<file path="config.mk">
export PLATFORM = sky130hd
export DESIGN_NAME = memory_stage
export DESIGN_NICKNAME = d
export VERILOG_FILES = /design/src/rtl/mem_pkg.sv /design/src/rtl/var_reg.sv /design/src/rtl/memory_stage.sv
export SDC_FILE = /design/constraint.sdc
export NUM_CORES = 1
export LEC_CHECK = 0
export CORE_MARGIN = 3
export CORE_UTILIZATION = 33
export CTS_CLUSTER_SIZE = 28
export DETAILED_ROUTE_END_ITERATION = 16
export GPL_ROUTABILITY_DRIVEN = 0
export GPL_TIMING_DRIVEN = 0
export PLACE_DENSITY = 0.81
export SYNTH_ARGS = -nofsm -noshare
export SYNTH_HDL_FRONTEND = slang
export SYNTH_SLANG_ARGS = --single-unit
</file>
<file path="constraint.sdc">
create_clock -name clk -period 1.16 [get_ports clk]
set_input_delay 0.116 -clock clk [delete_from_list [all_inputs] [get_ports clk]]
set_output_delay 0.116 -clock clk [all_outputs]
set_load 0.02 [all_outputs]
</file>
<file path="src/rtl/mem_pkg.sv">
// Shared types and constants for the MEM pipeline stage.
package mem_pkg;

  localparam int DATA_W     = 16;
  localparam int ADDR_W     = 16;
  localparam int REG_ADDR_W = 3;

  typedef enum logic {
    MEM_IDLE = 1'b0,
    MEM_WAIT = 1'b1
  } mem_state_e;

  localparam logic WB_SEL_ALU = 1'b0;
  localparam logic WB_SEL_MEM = 1'b1;

endpackage

</file>
<file path="src/rtl/var_reg.sv">
// Parameterised pipeline register with synchronous reset, clear (bubble) and hold enable.
module var_reg #(
  parameter int W = 1
) (
  input  logic         clk,
  input  logic         reset,
  input  logic         en,
  input  logic         clr,
  input  logic [W-1:0] d,
  output logic [W-1:0] q
);

  always_ff @(posedge clk) begin
    if (reset || clr) begin
      q <= {W{1'b0}};
    end else if (en) begin
      q <= d;
    end
  end

endmodule

</file>
<file path="src/rtl/memory_stage.sv">
// MEM stage: data-memory req/ready access with upstream stall and MEM/WB register.
// Optional abort on long memory waits is enabled by defining MEM_TIMEOUT_EN.
module memory_stage
  import mem_pkg::*;
#(
  parameter int DATA_W         = mem_pkg::DATA_W,
  parameter int ADDR_W         = mem_pkg::ADDR_W,
  parameter int REG_ADDR_W     = mem_pkg::REG_ADDR_W,
  parameter int TIMEOUT_CYCLES = 255
) (
  input  logic                  clk,
  input  logic                  reset,
  input  logic [DATA_W-1:0]     alu_result_from_ex,
  input  logic                  RegWrite_from_ex,
  input  logic [REG_ADDR_W-1:0] reg_write_address_from_ex,
  input  logic [DATA_W-1:0]     sign_extend_from_ex,
  input  logic                  write_back_select_from_ex,
  input  logic [DATA_W-1:0]     reg_file_read_data2_from_ex,
  input  logic                  memRead_from_ex,
  input  logic                  memWrite_from_ex,
  output logic                  dmem_req,
  output logic                  dmem_we,
  output logic [ADDR_W-1:0]     dmem_addr,
  output logic [DATA_W-1:0]     dmem_wdata,
  input  logic [DATA_W-1:0]     dmem_rdata,
  input  logic                  dmem_ready,
  output logic                  mem_stall,
  output logic                  RegWrite_to_wb,
  output logic [REG_ADDR_W-1:0] reg_write_address_to_wb,
  output logic [DATA_W-1:0]     write_back_data_to_wb,
  output logic [DATA_W-1:0]     sign_extend_to_wb,
  output logic                  mem_error
);

  localparam int PAY_W = REG_ADDR_W + 2 * DATA_W;

  mem_state_e        state;
  logic [DATA_W-1:0] wait_cnt;
  logic              mem_op;
  logic              timeout_hit;
  logic              bubble;
  logic [DATA_W-1:0] wb_data;

  assign mem_op     = memRead_from_ex | memWrite_from_ex;
  assign dmem_req   = mem_op & ~reset;
  assign dmem_we    = memWrite_from_ex;
  assign dmem_addr  = ADDR_W'(alu_result_from_ex);
  assign dmem_wdata = reg_file_read_data2_from_ex;

`ifdef MEM_TIMEOUT_EN
  assign timeout_hit = (state == MEM_WAIT) && (wait_cnt >= DATA_W'(TIMEOUT_CYCLES));

  // Sticky abort flag, cleared only by reset.
  always_ff @(posedge clk) begin
    if (reset) begin
      mem_error <= 1'b0;
    end else if (timeout_hit) begin
      mem_error <= 1'b1;
    end
  end
`else
  logic unused_timeout_cfg;
  assign unused_timeout_cfg = (TIMEOUT_CYCLES == 0);
  assign timeout_hit        = 1'b0;
  assign mem_error          = 1'b0;
`endif

  assign mem_stall = mem_op & ~dmem_ready & ~timeout_hit;
  assign bubble    = mem_stall | timeout_hit;

  // Access FSM and per-access saturating wait counter.
  always_ff @(posedge clk) begin
    if (reset) begin
      state    <= MEM_IDLE;
      wait_cnt <= {DATA_W{1'b0}};
    end else begin
      case (state)
        MEM_IDLE: begin
          wait_cnt <= {DATA_W{1'b0}};
          if (mem_op && !dmem_ready) state <= MEM_WAIT;
        end
        MEM_WAIT: begin
          if (dmem_ready || timeout_hit) begin
            state    <= MEM_IDLE;
            wait_cnt <= {DATA_W{1'b0}};
          end else if (wait_cnt != {DATA_W{1'b1}}) begin
            wait_cnt <= wait_cnt + {{(DATA_W-1){1'b0}}, 1'b1};
          end
        end
        default: begin
          state    <= MEM_IDLE;
          wait_cnt <= {DATA_W{1'b0}};
        end
      endcase
    end
  end

  // A load with the write flag also set is a store, so its load data reads as zero.
  always_comb begin
    wb_data = alu_result_from_ex;
    case (write_back_select_from_ex)
      WB_SEL_ALU: wb_data = alu_result_from_ex;
      WB_SEL_MEM: wb_data = (memRead_from_ex && !memWrite_from_ex) ? dmem_rdata : {DATA_W{1'b0}};
      default:    wb_data = alu_result_from_ex;
    endcase
  end

  var_reg #(.W(PAY_W)) u_wb_payload (
    .clk   (clk),
    .reset (reset),
    .en    (~bubble),
    .clr   (1'b0),
    .d     ({reg_write_address_from_ex, wb_data, sign_extend_from_ex}),
    .q     ({reg_write_address_to_wb, write_back_data_to_wb, sign_extend_to_wb})
  );

  var_reg #(.W(1)) u_wb_regwrite (
    .clk   (clk),
    .reset (reset),
    .en    (1'b1),
    .clr   (bubble),
    .d     (RegWrite_from_ex),
    .q     (RegWrite_to_wb)
  );

endmodule
</file>
==> metrics.md, run 1 <==
| Metric | Value |
|---|---|
| Clock tree buffer depth | 2 |
| Pwr dens | 1020 nW/um^2 |
| Max Slew Vio Count | 0 |
| Skew final | 0 ps |
| Fraction of the mapped netlist area in adder cells | 0 |
| Syn avg cell area | 8.41 um^2 |
| Synth area leaders | dfxtp_1 (39%), buf_4 (15%), nand2_1 (7.8%), a311oi_1 (7.6%), a31oi_1 (5.5%) |
| Layout Nets | 427 |
| First-pass GRT wire length | 8580 um |
| Die height | slightly above 80 um |
| TritonCTS clock tree | built |
| Area added between synthesis and finish | 75.4% |
| Antenna-violating nets left | 0 |
| Chip width | 80.6 um |
| Top-count cell post-synth | nand2_1 |
| Layout cell share with drive strength beyond 1 | 0.215 |
| CP Depth | 3 |
| Hold Vio Cnt, Final | 0 |
| Mux contribution to synthesized area | 0 |
| Largest family of logic cells by synthesized area | buffers and inverters |
| Wire per inst | approximately 13 um |
| XOR/XNOR Fraction of Synth Area | 0 |
| Mapped Cells | 218 |
| CTS clock-pin slew for the worst setup and hold paths | 70 ps |
| Fin crit period | 1140 ps |
| ANT cells | 0 |
| WP buf/inv | 3 |
| Final WL | about 5700 um |
| Grt total ovfl | 0 |
| Std cell rows | 26 |
| Setup TNS | 0 ps |
| Ys async rst share | 0 |
| Clock sinks | 36 |
| Number of distinct library cells after synthesis | 21 |
| # DRC | 0 |
| IO Count | 146 |
| Register area | between 700 and 800 um^2 |
| Largest net degree at the start of global routing | 12 |
| CP arrival | 1020 ps |
| # Max-Cap Violations | 0 |
| Filler cells | 493 |
| Warnings from Yosys | 0 |
| CP Cell Sequence | clkdlybuf4s50_1 > buf_4 > clkdlybuf4s15_1 |
| Post-DP HPWL | 4440 um |
| Initial Util | 0.350 |
| Avg Vias per Cell | between 4 and 5 |
| Crit path launch type | primary input |
| Vias post-DR | 1961 |
| Num CTS Buffers | 5 |
| # setup viols final | 0 |
| Total power after layout | 3.29 mW |
| Clock Latency Late Sink | 270 ps |
| Share of the synthesized area in the top cell type | 0.393 |
| Crit-path max cell delay | 500 ps |
| Register bit total from synthesis | 36 |
| H-Tree Depth | 2 |
| Synthesized net count | between 200 and 300 |
| CP endpoint kind | output pin |
| CP max stage cell | clkdlybuf4s50_1 |
| EDFF count, synth | 0 |
| RSZ-0062 raised after global routing | false |
| Synth Area in Compound Gates | 0.193 |
| Hold crit path type | in2reg |
| Largest delay share family, worst path | buffers and inverters |
| Reg2reg path depth | 2 |
| Status | finished, final reports clean |
| Critical path required time | 1040 ps |
| I/O Buffers | 126 |
| Core area | 5240 um^2 |
| CTS Root Cell | clkbuf_8 |
| Vias in the first global route | 1885 |
| Leading area contributor after synthesis | dfxtp_1 |
| Multi-input gate area | 717 um^2 |
| Final worst-path cycle share | 0.983 |
| Top_reg_cell synth | dfxtp_1 |
| Total GRT Usage | 0.168 |
| Commonest cells post-synth | nand2_1 (38), buf_4 (37), dfxtp_1 (36), a21oi_1 (19), nor2_1 (18) |
| Drt pass-1 iters | 4 |
| Post-synthesis sequential area ratio | 0.393 |
| CP Max Fanout | 2 |
| Post-Syn Area | 1830 um^2 |
| FMAX | about 0.88 GHz |
| DRT iter0 DRCs | 45 |
| Hold path cells | 2 |
| Die area | 6490 um^2 |
| Peak VDD IR | 555 uV |
| Leakage | 1.46 nW |
| Critical path type | in2out |
| Initial antenna violation count | 0 |
| Synth Area in Simple Gates | 0.192 |
-- through the flow --
stage	utilization	area [um^2]	setup slack, ps	cells	hold WS [ps]
3_3_place_gp	0.608	3180	-768	414	388
6_report	0.614	3220	19.5	424	89.9
4_1_cts	0.619	3240	2.01	424	90.9
5_1_grt	0.614	3220	1.58	424	92.2
3_5_place_dp	0.608	3180	-779	414	392
2_1_floorplan	-	1830	174	218	256
-- sequential cells by signal, indices dropped and copies added (netlist names) --
signal / cells
u_wb_payload.q: 35
u_wb_regwrite.q: 1
-- cells in the final DEF (no fill, tap or decap), drive strengths merged --
master / synthesis / final
nor2b: 1 / 1
nand2b: 17 / 17
nand2: 38 / 38
a31oi: 16 / 16
conb: 1 / 1
dfxtp: 36 / 36
dlygate4sd2: 0 / 39
buf: 47 / 50
and2b: 1 / 1
inv: 1 / 1
clkdlybuf4s15: 0 / 11
o21bai: 1 / 1
clkbuf: 5 / 19
nor3b: 1 / 1
a311oi: 16 / 16
a21oi: 19 / 19
clkinvlp: 0 / 1
nor2: 18 / 18
clkdlybuf4s50: 0 / 68
-- power by group --
group / total [mW] / leakage (nW) / switching, mW / internal [mW]
combinational: 1.02 / 1.12 / 0.492 / 0.533
clock: 0.902 / 0.0445 / 0.419 / 0.482
sequential: 1.36 / 0.298 / 0.0377 / 1.32
-- cells by family (layout without fill, tap and decap cells) --
kind of cell           after synthesis  after routing
AND/OR/NAND/NOR                     76             76
buffers and inverters               53            189
AO/OA/AOI/OAI                       52             52
flip-flops                          36             36
other                                1              1
-- final cells by class --
| type | instances | area share |
|---|---|---|
| Tap cell | 70 | 0.0272 |
| Inverter | 1 | 0.00117 |
| Buffer | 52 | 0.125 |
| Sequential cell | 36 | 0.224 |
| Timing Repair Buffer | 128 | 0.370 |
| Clock buffer | 7 | 0.0268 |
| Multi-Input combinational cell | 129 | 0.223 |
| Clock inverter | 1 | 0.00233 |
-- final timing paths --
check | startpoint | to | slack [ps]
worst max-delay path | alu_result_from_ex[5] | dmem_addr[5] | 20
worst min-delay path | reset | u_wb_payload.q[28] | 90
worst max register to register | u_wb_payload.q[27] | u_wb_payload.q[27] | 430
worst min register to register | u_wb_payload.q[6] | u_wb_payload.q[6] | 450
-- worst reg2reg max path: cells and delay by family, from the launching register on --
family             cells  cell delay [ps]
DFF                    1              330
and+or+nand+nor        1               60
AOI/OAI and AO/OA      1              250
-- layer usage --
layer	vias up	part of all wire	GRT usage
li1	979	-	-
met1	889	0.40	0.189
met2	87	0.49	0.303
met3	6	0.091	0.0504
met4	0	0.013	0.0524
met5	-	0	0
-- timing repair --
| action | CTS | global route |
|---|---|---|
| hold buffers | 0 | 0 |
| gates resized for setup | 74 | 16 |
| gates cloned | 0 | 0 |
| endpoints found under the setup margin | 91 | 18 |
| setup buffers | 2 | 0 |
| pin swaps | 2 | 1 |
Note: power is estimated with default switching activity, not from simulation.
==> run 2, diff against run 1 <==
--- a/config.mk
+++ b/config.mk
@@ -5,13 +5,13 @@
 export SDC_FILE = /design/constraint.sdc
 export NUM_CORES = 1
 export LEC_CHECK = 0
-export CORE_MARGIN = 3
 export CORE_UTILIZATION = 33
 export CTS_CLUSTER_SIZE = 28
 export DETAILED_ROUTE_END_ITERATION = 16
 export GPL_ROUTABILITY_DRIVEN = 0
 export GPL_TIMING_DRIVEN = 0
 export PLACE_DENSITY = 0.81
+export RECOVER_POWER = 50
 export SYNTH_ARGS = -nofsm -noshare
 export SYNTH_HDL_FRONTEND = slang
 export SYNTH_SLANG_ARGS = --single-unit
==> run 2 against run 1 <==
Effect of this change: maximum frequency increased by 0.42%; core utilization decreased by 0.79 points; clock skew unchanged; routed wire length decreased by 8.6%; critical path depth unchanged; critical endpoint is now dmem_addr[4]; largest cell class unchanged.
==> metrics.md, run 2 (synthesis results as in run 1) <==
| Metric | Value |
|---|---|
| # DRC | 0 (unchanged) |
| Status | finished, final reports clean (unchanged) |
| DRT iter0 DRCs | 78 (was 45) |
| CP endpoint kind | output pin (unchanged) |
| Crit path launch type | primary input (unchanged) |
| CTS clock-pin slew for the worst setup and hold paths | 70 ps (about the same) |
| Worst reg-to-reg setup slack | 410 ps (was 430 ps) |
| Most common cell after layout, fill and taps aside | clkdlybuf4s50_1 (unchanged) |
| Largest net degree at the start of global routing | 11 (was 12) |
| Most frequent cells in the layout | clkdlybuf4s50_1 (52), dlygate4sd2_1 (43), nand2_1 (38) (was clkdlybuf4s50_1 (68), buf_4 (39), dlygate4sd2_1 (39)) |
| H-Tree Depth | 2 (unchanged) |
| First-pass GRT wire length | 8400 um (was 8580 um) |
| Final worst-path cycle share | 0.979 (was 0.983) |
| Filler cells | 489 (was 493) |
| Layout Nets | 425 (was 427) |
| Register area | 721 um^2 (unchanged) |
| Std cell rows | 26 (unchanged) |
| Num CTS Buffers | 5 (unchanged) |
| CTS Root Cell | clkbuf_8 (unchanged) |
| Reg2reg end | u_wb_payload.q[19] (was u_wb_payload.q[27]) |
| Core area | 5240 um^2 (unchanged) |
| Multi-input gate area | 711 um^2 (was 717 um^2) |
| Post-DP HPWL | 4100 um (was 4440 um) |
| ANT cells | 0 (unchanged) |
| Vias in the first global route | 1915 (was 1885) |
| Layout cell share with drive strength beyond 1 | 0.194 (was 0.215) |
| Clock Latency Late Sink | 270 ps (about the same) |
| Peak VDD IR | 482 uV (was 555 uV) |
| Skew final | 0 ps (unchanged) |
| Reg-to-Reg Start | u_wb_payload.q[19] (was u_wb_payload.q[27]) |
| Placed insts | 414 (unchanged) |
| Final WL | 5180 um (was 5670 um) |
| Total GRT Usage | 0.179 (was 0.168) |
| RSZ-0062 raised after global routing | false (unchanged) |
| I/O Buffers | 126 (unchanged) |
| Fin crit period | 1140 ps (about the same) |
| Wire per inst | 12.3 um (was 13.4 um) |
| WHS Endpoint | u_wb_payload.q[25] (was u_wb_payload.q[28]) |
| TritonCTS clock tree | built (unchanged) |
| Pwr dens | 995 nW/um^2 (was 1020 nW/um^2) |
| Initial Util | 0.350 (unchanged) |
| Critical path required time | 1040 ps (about the same) |
| Area added between synthesis and finish | 73.1% (was 75.4%) |
| Max Slew Vio Count | 0 (unchanged) |
| Initial antenna violation count | 0 (unchanged) |
| CP Max Fanout | 2 (unchanged) |
| Biggest register | u_wb_payload.q (unchanged) |
| # setup viols final | 0 (unchanged) |
| Hold path cells | 2 (unchanged) |
| Hold Vio Cnt, Final | 0 (unchanged) |
| Clock sinks | 36 (unchanged) |
| Hold Worst Slack | 92.9 ps (was 89.9 ps) |
| CP arrival | 1020 ps (about the same) |
| Top Registers | u_wb_payload.q x35, u_wb_regwrite.q x1 (unchanged) |
| Post-layout util | 0.606 (was 0.614) |
| Reg2reg path depth | 2 (unchanged) |
| Vias post-DR | 1934 (was 1961) |
| Drt pass-1 iters | 4 (unchanged) |
| Hold crit path type | in2reg (unchanged) |
| FMAX | 0.880 GHz (was 0.877 GHz) |
| Leakage | 1.44 nW (was 1.46 nW) |
| Largest register FFs | 35 (unchanged) |
| Hold path start | reset (unchanged) |
| Die height | 76.6 um (was 80.6 um) |
| Avg Vias per Cell | 4.59 (was 4.63) |
| Grt total ovfl | 0 (unchanged) |
| IO Count | 146 (unchanged) |
| Clock tree buffer depth | 2 (unchanged) |
| Non-Filler Instances | 421 (was 424) |
| # Max-Cap Violations | 0 (unchanged) |
| Antenna-violating nets left | 0 (unchanged) |
| Die area | 5860 um^2 (was 6490 um^2) |
| Critical path type | in2out (unchanged) |
| Chip width | 76.6 um (was 80.6 um) |
run 2: changes by cell type in the layout (fill, tap and decap cells not counted), sizes merged:
cell / previous run / this run
clkbuf: 19 / 21
clkinvlp: 1 / 0
clkinv: 0 / 1
clkdlybuf4s15: 11 / 8
dlygate4sd2: 39 / 43
dlygate4sd3: 0 / 16
clkdlybuf4s50: 68 / 52
buf: 50 / 44
run 2: timing repair:
action | in CTS | in global routing
pin swaps | 2 | 1
gates resized for setup | 75 | 10
setup buffers | 1 | 0
setup endpoints to repair | 89 | 10
endpoints found under the hold margin | 0 | 0
hold buffers | 0 | 0
run 2: worst max-delay path by stage:
stage / startpoint / endpoint / slack (ps) / depth (start not counted)
5_1_grt: alu_result_from_ex[5] / dmem_addr[5] / 0.9 / 3
4_1_cts: alu_result_from_ex[8] / dmem_addr[8] / 3 / 3
3_3_place_gp: memWrite_from_ex / mem_stall / -760 / 5
3_5_place_dp: memWrite_from_ex / mem_stall / -750 / 5
2_1_floorplan: memRead_from_ex / u_wb_payload.q[23] / 170 / 5
6_report: alu_result_from_ex[4] / dmem_addr[4] / 20 / 3
run 2: layout make-up:
class | count | share of cell area
Buffer | 51 | 0.125
Clock buffer | 6 | 0.0229
Clock inverter | 1 | 0.00158
Inverter | 1 | 0.00118
Multi-Input combinational cell | 129 | 0.224
Sequential cell | 36 | 0.227
Tap cell | 70 | 0.0276
Timing Repair Buffer | 127 | 0.372
run 2: critical path: stages:
cell and delay, ps:
clkdlybuf4s50_1 480, buf_4 100, dlygate4sd2_1 320
run 2: through the flow:
step	TNS (ps)	setup slack [ps]	total power [mW]	area, um^2
after global placement	-18510	-756	2.48	3180
final	0	24.2	3.16	3180
after floorplan	0	174	1.93	1830
after detailed placement	-19220	-752	2.49	3180
after global routing	0	0.882	3.33	3180
after CTS	0	3.42	3.22	3210
run 2: report_power, final:
part           switching (mW)  internal [mW]  total (mW)
sequential             0.0368           1.33        1.36
combinational           0.481          0.512       0.993
clock                   0.397          0.408       0.804
total                   0.914           2.25        3.16
run 2: layer usage:
layer  GRT usage  vias to the layer above  routed length [um]
li1            -                      971                   -
met1       0.195                      855                2120
met2       0.323                       98                2530
met3      0.0443                       10                 422
met4      0.0865                        0                 114
met5           0                        -                   0
